===== src/rtl/muldiv_sequencer_pkg.sv =====
// Purpose: shared types, code constants and latency select for the mul/div sequencer.
// Latency: n/a (types and a pure combinational function only).
// Backpressure: n/a.
package muldiv_sequencer_pkg;

    // Reset level and register address width shared with the rest of the core.
    localparam logic RESET = 1'b1;
    typedef logic [4:0] RegAddr;

    // Mul/div operation codes; bit 2 set means a divide/remainder op.
    typedef logic [2:0] MulDivCode;
    localparam MulDivCode MD_MUL    = 3'd0;
    localparam MulDivCode MD_MULH   = 3'd1;
    localparam MulDivCode MD_MULHSU = 3'd2;
    localparam MulDivCode MD_MULHU  = 3'd3;
    localparam MulDivCode MD_DIV    = 3'd4;
    localparam MulDivCode MD_DIVU   = 3'd5;
    localparam MulDivCode MD_REM    = 3'd6;
    localparam MulDivCode MD_REMU   = 3'd7;

    typedef enum logic [1:0] {
        IDLE = 2'd0,
        RUN  = 2'd1,
        DONE = 2'd2
    } MulDivSeqState;

    // Number of stalled execute cycles an op needs before its result cycle.
    // A divide by zero resolves in a single cycle regardless of the divider depth.
    function automatic int unsigned mulDivLatency(
        input MulDivCode   code,
        input logic        op2_zero,
        input int unsigned mul_lat,
        input int unsigned div_lat
    );
        int unsigned lat;
        if (code[2] && op2_zero) begin
            lat = 1;
        end else if (code[2]) begin
            lat = div_lat;
        end else begin
            lat = mul_lat;
        end
        return lat;
    endfunction

endpackage


===== src/rtl/muldiv_sequencer_counter.sv =====
// Purpose: loadable down-counter with zero detect that times the mul/div op.
// Latency: load and decrement take effect at the next rising edge; zero flag is combinational.
// Backpressure: none; decrement saturates at zero while enabled.
module muldiv_sequencer_counter
    import muldiv_sequencer_pkg::*;
#(
    parameter int CNT_WIDTH = 6
) (
    input  logic                 clk,
    input  logic                 rst,
    input  logic                 load_en,
    input  logic [CNT_WIDTH-1:0] load_val,
    input  logic                 dec_en,
    output logic [CNT_WIDTH-1:0] cnt,
    output logic                 cnt_zero
);

    // Load wins over decrement so a back-to-back issue restarts the count cleanly.
    always_ff @(posedge clk) begin
        if (rst == RESET) begin
            cnt <= '0;
        end else if (load_en) begin
            cnt <= load_val;
        end else if (dec_en && !cnt_zero) begin
            cnt <= cnt - CNT_WIDTH'(1);
        end
    end

    assign cnt_zero = (cnt == '0);

endmodule


===== src/rtl/muldiv_sequencer.sv =====
// Purpose: issues mul/div ops to the unit, stalls the pipeline for the op latency, flags the result cycle.
// Latency: issue at cycle t, stall t+1..t+L, result valid at t+L+1; back-to-back issue has no bubble.
// Backpressure: hold keeps the result cycle (and blocks new issue); flush aborts and wins over issue.
module muldiv_sequencer
    import muldiv_sequencer_pkg::*;
#(
    parameter int unsigned MUL_LATENCY = 2,
    parameter int unsigned DIV_LATENCY = 33,
    parameter int          CNT_WIDTH   = 6
) (
    input  logic        clk,
    input  logic        rst,
    input  logic        issueValid,
    input  logic [2:0]  issueCode,
    input  logic [4:0]  issueRd,
    input  logic        issueOp2Zero,
    input  logic        hold,
    input  logic        flush,
    output logic        unitStart,
    output logic        unitClear,
    output logic [2:0]  unitCode,
    output logic        stallReq,
    output logic        resultValid,
    output logic        busyValid,
    output logic [4:0]  busyRd,
    output logic [31:0] opCount
);

    MulDivSeqState        state_q;
    MulDivSeqState        state_nxt;
    MulDivCode            code_q;
    RegAddr               rd_q;
    logic                 issue_fire;
    logic                 done_release;
    logic [CNT_WIDTH-1:0] cnt;
    logic                 cnt_zero;
    logic [CNT_WIDTH-1:0] load_val;
    int unsigned          issue_lat;

    // Counter is loaded with L-1 so that cnt==0 marks the last stalled cycle.
    always_comb begin
        issue_lat = mulDivLatency(issueCode, issueOp2Zero, MUL_LATENCY, DIV_LATENCY);
        load_val  = CNT_WIDTH'(issue_lat - 1);
    end

    muldiv_sequencer_counter #(
        .CNT_WIDTH (CNT_WIDTH)
    ) u_counter (
        .clk      (clk),
        .rst      (rst),
        .load_en  (issue_fire),
        .load_val (load_val),
        .dec_en   (state_q == RUN),
        .cnt      (cnt),
        .cnt_zero (cnt_zero)
    );

    // State register.
    always_ff @(posedge clk) begin
        if (rst == RESET) begin
            state_q <= IDLE;
        end else begin
            state_q <= state_nxt;
        end
    end

    // Next-state and control outputs; flush overrides everything, reset suppresses the unit pulses.
    always_comb begin
        state_nxt    = state_q;
        issue_fire   = 1'b0;
        done_release = 1'b0;
        unitClear    = 1'b0;
        stallReq     = 1'b0;
        resultValid  = 1'b0;
        busyValid    = 1'b0;
        case (state_q)
            IDLE: begin
                if (issueValid) begin
                    issue_fire = 1'b1;
                    state_nxt  = RUN;
                end
            end
            RUN: begin
                stallReq  = 1'b1;
                busyValid = 1'b1;
                if (cnt_zero) begin
                    state_nxt = DONE;
                end
            end
            DONE: begin
                resultValid = 1'b1;
                busyValid   = 1'b1;
                if (!hold) begin
                    done_release = 1'b1;
                    if (issueValid) begin
                        issue_fire = 1'b1;
                        state_nxt  = RUN;
                    end else begin
                        state_nxt = IDLE;
                    end
                end
            end
            default: begin
                state_nxt = IDLE;
            end
        endcase
        if (flush) begin
            state_nxt    = IDLE;
            issue_fire   = 1'b0;
            done_release = 1'b0;
            resultValid  = 1'b0;
            unitClear    = (state_q != IDLE);
        end
        if (rst == RESET) begin
            issue_fire   = 1'b0;
            done_release = 1'b0;
            unitClear    = 1'b0;
        end
    end

    assign unitStart = issue_fire;

    // Latch the op identity at issue; it drives the unit and the hazard port while in flight.
    always_ff @(posedge clk) begin
        if (rst == RESET) begin
            code_q <= '0;
            rd_q   <= '0;
        end else if (issue_fire) begin
            code_q <= issueCode;
            rd_q   <= issueRd;
        end
    end

    // Completed-op counter bumps only when a result cycle is released downstream.
    always_ff @(posedge clk) begin
        if (rst == RESET) begin
            opCount <= '0;
        end else if (done_release) begin
            opCount <= opCount + 32'd1;
        end
    end

    // The unit sees the new code in the issue cycle itself, before it is latched.
    always_comb begin
        busyRd   = busyValid ? rd_q : '0;
        unitCode = issue_fire ? issueCode : (busyValid ? code_q : '0);
    end

endmodule


===== config.mk =====
export PLATFORM = sky130hd
export DESIGN_NAME = muldiv_sequencer
export DESIGN_NICKNAME = d
export VERILOG_FILES = /design/src/rtl/muldiv_sequencer_pkg.sv /design/src/rtl/muldiv_sequencer_counter.sv /design/src/rtl/muldiv_sequencer.sv
export SDC_FILE = /design/constraint.sdc
export NUM_CORES = 1
export LEC_CHECK = 0
export CAP_MARGIN = 20
export CORE_MARGIN = 10
export CORE_UTILIZATION = 38
export CTS_BUF_LIST = sky130_fd_sc_hd__clkbuf_8
export CTS_CLUSTER_DIAMETER = 40
export DETAILED_ROUTE_END_ITERATION = 8
export HOLD_SLACK_MARGIN = 0.08
export PLACE_DENSITY = 0.74
export SLEW_MARGIN = 10
export SYNTH_ARGS = -nofsm -noshare
export SYNTH_HDL_FRONTEND = slang
export SYNTH_SLANG_ARGS = --single-unit

===== constraint.sdc =====
create_clock -name clk -period 4.18 [get_ports clk]
set_input_delay 0.627 -clock clk [delete_from_list [all_inputs] [get_ports clk]]
set_output_delay 0.627 -clock clk [all_outputs]
set_load 0.01 [all_outputs]

Yosys cells after proc, flatten, opt, wreduce, memory -nomap -nowiden
Cells that the tools add are included.

cells by class
  add/sub/neg operators = 3
  equality and inequality tests = 5
  mux-type cells = 27
  reductions and logical operators = 10

operator list
  cell                                                  count
  adder 32 x 1 -> 32 bit (second input constant)        1
  two-way mux 6 bit                                     4
  two-way mux 1 bit                                     15
  subtractor 6 x 1 -> 6 bit (second input constant)     2
  zero test 6 bit                                       1
  two-way mux 2 bit                                     3
  two-way mux 3 bit                                     2
  inequality test 2 bit (second input constant)         3
  case mux 2 bit (3 select lines)                       1
  two-way mux 5 bit                                     1
  nonzero test 2 bit                                    2
  OR reduction 2 bit                                    2
  AND reduction 3 bit                                   1
  equality test 2 x 1 -> 1 bit (second input constant)  1
  equality test 2 bit (second input constant)           1
  logical AND 1 bit                                     2
  zero test 2 bit                                       1
  case mux 1 bit (2 select lines)                       1
  zero test 1 bit                                       1

word-level totals
  register bits after elaboration = 48
  input bits = 14
  word-level logic and storage cells = 50

Logic depth before layout (Yosys ltp)
  depth after elaboration = 6
  mapped depth = 12
  gate-level depth less buffers = 11

Cells and area by module
Synthesis repeated with hierarchy kept, for this count alone.

unflattened totals
  cells, all modules = 297
  area total of the unflattened synthesis = 2471.1 um^2

modules (own cells, without submodules)
  module                    instances  cells an instance  area each (um^2)  seq. area each (um^2)
  muldiv_sequencer          1          255                2099.5            840.8
  muldiv_sequencer_counter  1          42                 371.6             120.1

Worst setup path before layout
No wires, ideal clock.

  path type = register to register
  start = register state_q[0]
  end = register u_counter.cnt[4]
  setup time = 0.132 ns
  arrival time = 2.062 ns
  path slack = 1.986 ns
  cell stages (with the launch flop) = 13
  clock period less this slack = 2.194 ns
  cells stage by stage = dfxtp_1 -> inv_1 -> ha_1 -> nor2b_1 -> o211ai_2 -> inv_1 -> buf_2 -> nand2_1 -> o21ai_0 -> ha_1 -> and2_0 -> o21ai_0 -> a21oi_1

between the ends
  word-level cells in the longest chain between the ends = 5
  elaborated cells between the ends (all ways) = 9
  classes of those cells = eq/ne (2); mux (4); reduce/logical (3)

RTL lines
  element                                                  line                            source
  start: declaration                                       muldiv_sequencer.sv:29          MulDivSeqState state_q;
  start signal: assignment                                 muldiv_sequencer.sv:63          state_q <= state_nxt;
  equality test 2 bit or zero test 2 bit (tied branches)   muldiv_sequencer.sv:76          case (state_q)
  case mux 1 bit (2 select lines) (*)                      muldiv_sequencer.sv:76
  two-way mux 1 bit (*)                                    muldiv_sequencer.sv:107         if (flush) begin
  two-way mux 1 bit (*)                                    muldiv_sequencer.sv:114         if (rst == RESET) begin
  via unitStart                                            muldiv_sequencer.sv:19          output logic unitStart,
  two-way mux 6 bit or nonzero test 2 bit (tied branches)  n/a
  end signal: assignment                                   muldiv_sequencer_counter.sv:23  cnt <= load_val;
  end signal: assignment                                   muldiv_sequencer_counter.sv:25  cnt <= cnt - CNT_WIDTH'(1);
  end: declaration                                         muldiv_sequencer_counter.sv:14  output logic [CNT_WIDTH-1:0] cnt,

The timed path passes the listed nets; every way through them passes the cells marked *.
A chain may end at the register's enable or synchronous reset.

Final worst setup path
  start = input flush
  end = output unitCode[2]

between the ends
  word-level cells in the longest chain between the ends = 3

RTL lines
  element             line                     source
  start: declaration  muldiv_sequencer.sv:18   input logic flush,
  two-way mux 1 bit   muldiv_sequencer.sv:107
  two-way mux 1 bit   muldiv_sequencer.sv:114
  two-way mux 3 bit   muldiv_sequencer.sv:146  unitCode = issue_fire ? issueCode : (busyValid ? code_q : '0);
  end: declaration    muldiv_sequencer.sv:21   output logic [2:0] unitCode,

No other way between the ends.

==> summary.md <==
| Metric | Value |
|---|---|
| Worst hold margin | `465.7 ps` |
| Placed insts | `406` |
| Routed WL | `5948 µm` |
| Synth top area share | `39.63%` |
| Final nets | `356` |
| Chip height | `99.88 µm` |
| Post-synth EDFFs | `0` |
| Routed Antenna Nets | `0` |
| List of most frequent post-synthesis cells | `dfxtp_1 (48), nand2_1 (32), nor2_1 (32)` |
| Clk sink count | `48` |
| Pint | `633.1 µW` |
| CP Max Fanout | `16` |
| Worst-path clk slew | `80 ps` |
| Via density per instance | `5.155` |
| Mapped Cells | `277` |
| Mean Syn Cell Area | `8.754 µm²` |
| Tightest Hold Check Type | `register to register` |
| # IOs | `59` |
| Worst path slowest cell | `clkdlybuf4s50_1` |
| Logic gate share of total power | `13.0%` |
| Sw Share | `25.63%` |
| NetSw | `218.2 µW` |
| CTS Root Cell | `clkbuf_8` |
| Crit. End Element | `output pin` |
| Final WS setup | `811.2 ps` |
| Dpl hpwl | `4379 µm` |
| Post-synth top flop | `dfxtp_1` |
| Final hold vios | `0` |
| Design area | `3151 µm²` |
| Worst-case reg-to-reg path depth | `13` |
| Site row count | `29` |
| Fmax | `0.2968 GHz` |
| Final Util | `50.19%` |
| CTS Buffer Depth | `2` |
| Layout cells sized above 1 | `7.143%` |
| RSZ-0062 raised after global routing | `no` |
| CTS Hold Bufs | `0` |
| CTS Buf Count | `5` |
| Sequential Power Share | `56.2%` |
| Initial drt markers | `153` |
| Final Max Tran Viols | `0` |
| Place WS | `802.1 ps` |
| H-tree levels | `2` |
| Placed cell area | `3073 µm²` |
| Status | `complete, no violations` |
| Global route overflow | `0` |
| Most used cell, CP | `clkdlybuf4s50_1` |
| # DRC | `0` |
| CP required | `3550 ps` |
| Syn_nets | `297` |
| Vias in the first global route | `2092` |
| WS Path Type | `primary input to output pin` |
| Total Power | `851.3 µW` |
| Post-synthesis instance area | `2425 µm²` |
| Largest net degree at the start of global routing | `52` |
| Final Critical Period | `3369 ps` |
| FF+latch count, synth | `48` |
| Area Growth Syn to Fin | `29.93%` |
| Initial antenna violation count | `0` |
| Total leakage power | `1.127 nW` |
| Crit path launch type | `primary input` |
| Synth cell types | `50` |
| DR WL/cell | `14.40 µm` |
| Yosys warns | `0` |
| Sequential fraction of the synthesis area | `39.63%` |
| Pwr Density | `270.2 nW/µm²` |
| Final GP Congestion | `0.7884` |
| Clock network power share | `30.8%` |
| Hold depth | `2` |
| Max stage delay on crit path | `590 ps` |
| CP arrival | `2740 ps` |
| # Post-CTS Setup Buffers | `0` |
| Worst-margin pin slew | `519.3 ps` |
| Top-count cell post-synth | `dfxtp_1` |
| Initial core utilization | `38.63%` |
| Synth area leaders | `dfxtp_1 (40%), nand2_1 (5.0%), nor2_1 (5.0%)` |
| Die area | `9976 µm²` |
| # port buffers | `58` |
| Post-synth top area cell | `dfxtp_1` |
| CP Cell Sequence | `clkdlybuf4s50_1, nor2_1, o211ai_2, buf_4, inv_1, and2_1, a21o_1, clkdlybuf4s50_1` |
| Setup TNS | `0 ps` |
| Fin cells | `413` |
| Post-cts resize count | `0` |
| First-pass iteration count of the detailed router | `4` |
| TritonCTS clock tree | `yes` |
| Global-route wire length before repair | `10250 µm` |
| Antenna cells | `0` |
| Worst slew margin | `65.38%` |
| Core Box Area | `6277 µm²` |
| DIE WIDTH | `99.88 µm` |
| Clock Latency Late Sink | `310 ps` |
| Final Cycle Share | `80.59%` |
| Maxcap violations | `0` |
| Ys async rst share | `0%` |
| All-Layer GR Usage | `12.14%` |
| Max VDD drop | `0.0001862 V` |
| Final setup viols | `0` |
| Vias | `2129` |
| Worst Skew | `14.90 ps` |
[placed cells by master, fill, tap and decap left out, drive strengths merged, types with 7 or more instances in the layout]
master / instances
nand3: 10
xor2: 11
or3: 8
clkdlybuf4s50: 57
xnor2: 13
dfxtp: 48
and2: 9
nand2: 33
inv: 7
nor2: 32
nand4: 9
a21oi: 17
nor3: 7
o21ai: 12
[cells by family after synthesis]
kind of cell	share of synthesized area (%)
compound gates	11.09
xor+xnor	8.669
fa+ha+maj	3.096
buf+inv	2.838
flops	39.63
mux	0.4128
simple gates	34.26
[area by class of cell]
class	instances	area, µm²
sequential	48	960.9
fill	609	3127
inverter	6	22.52
multi-input combinational	214	1395
clock inverter	2	8.758
timing repair buffer	61	598.1
tap	77	96.34
clock buffer	5	68.82
[final timing paths]
kind              startpoint          endpoint  slack, ps
setup / recovery       flush       unitCode[2]        810
hold / removal     code_q[2]         code_q[2]        470
setup reg to reg  state_q[0]  u_counter.cnt[2]       1700
hold reg to reg    code_q[2]         code_q[2]        470
[critical path: cells and delay by family]
kind	cells	cell delay, ps
AND/OR/NAND/NOR	2	450
AO/OA/AOI/OAI	2	200
buffers and inverters	4	1460
[power groups by stage]
stage	combinational, mW	clock [mW]	sequential [mW]
finish	0.111	0.262	0.479
global route	0.124	0.290	0.481
CTS	0.112	0.273	0.479
detailed placement	0.112	0	0.489
global placement	0.110	0	0.489
floorplan	0.0722	0	0.487
[registers in the layout (all words and copies together), names as in the netlist]
name / cells
code_q: 3
opCount: 32
rd_q: 5
state_q: 2
u_counter.cnt: 6
[routing by layer]
| layer | wire, µm | vias to the layer above | global-route usage [%] |
|---|---|---|---|
| li1 | - | 1094 | - |
| met1 | 2742 | 988 | 15.41 |
| met2 | 2764 | 40 | 18.72 |
| met3 | 360 | 7 | 4.121 |
| met4 | 81 | 0 | 4.190 |
| met5 | 0 | - | 0 |
(Power assumes the default switching activity.)
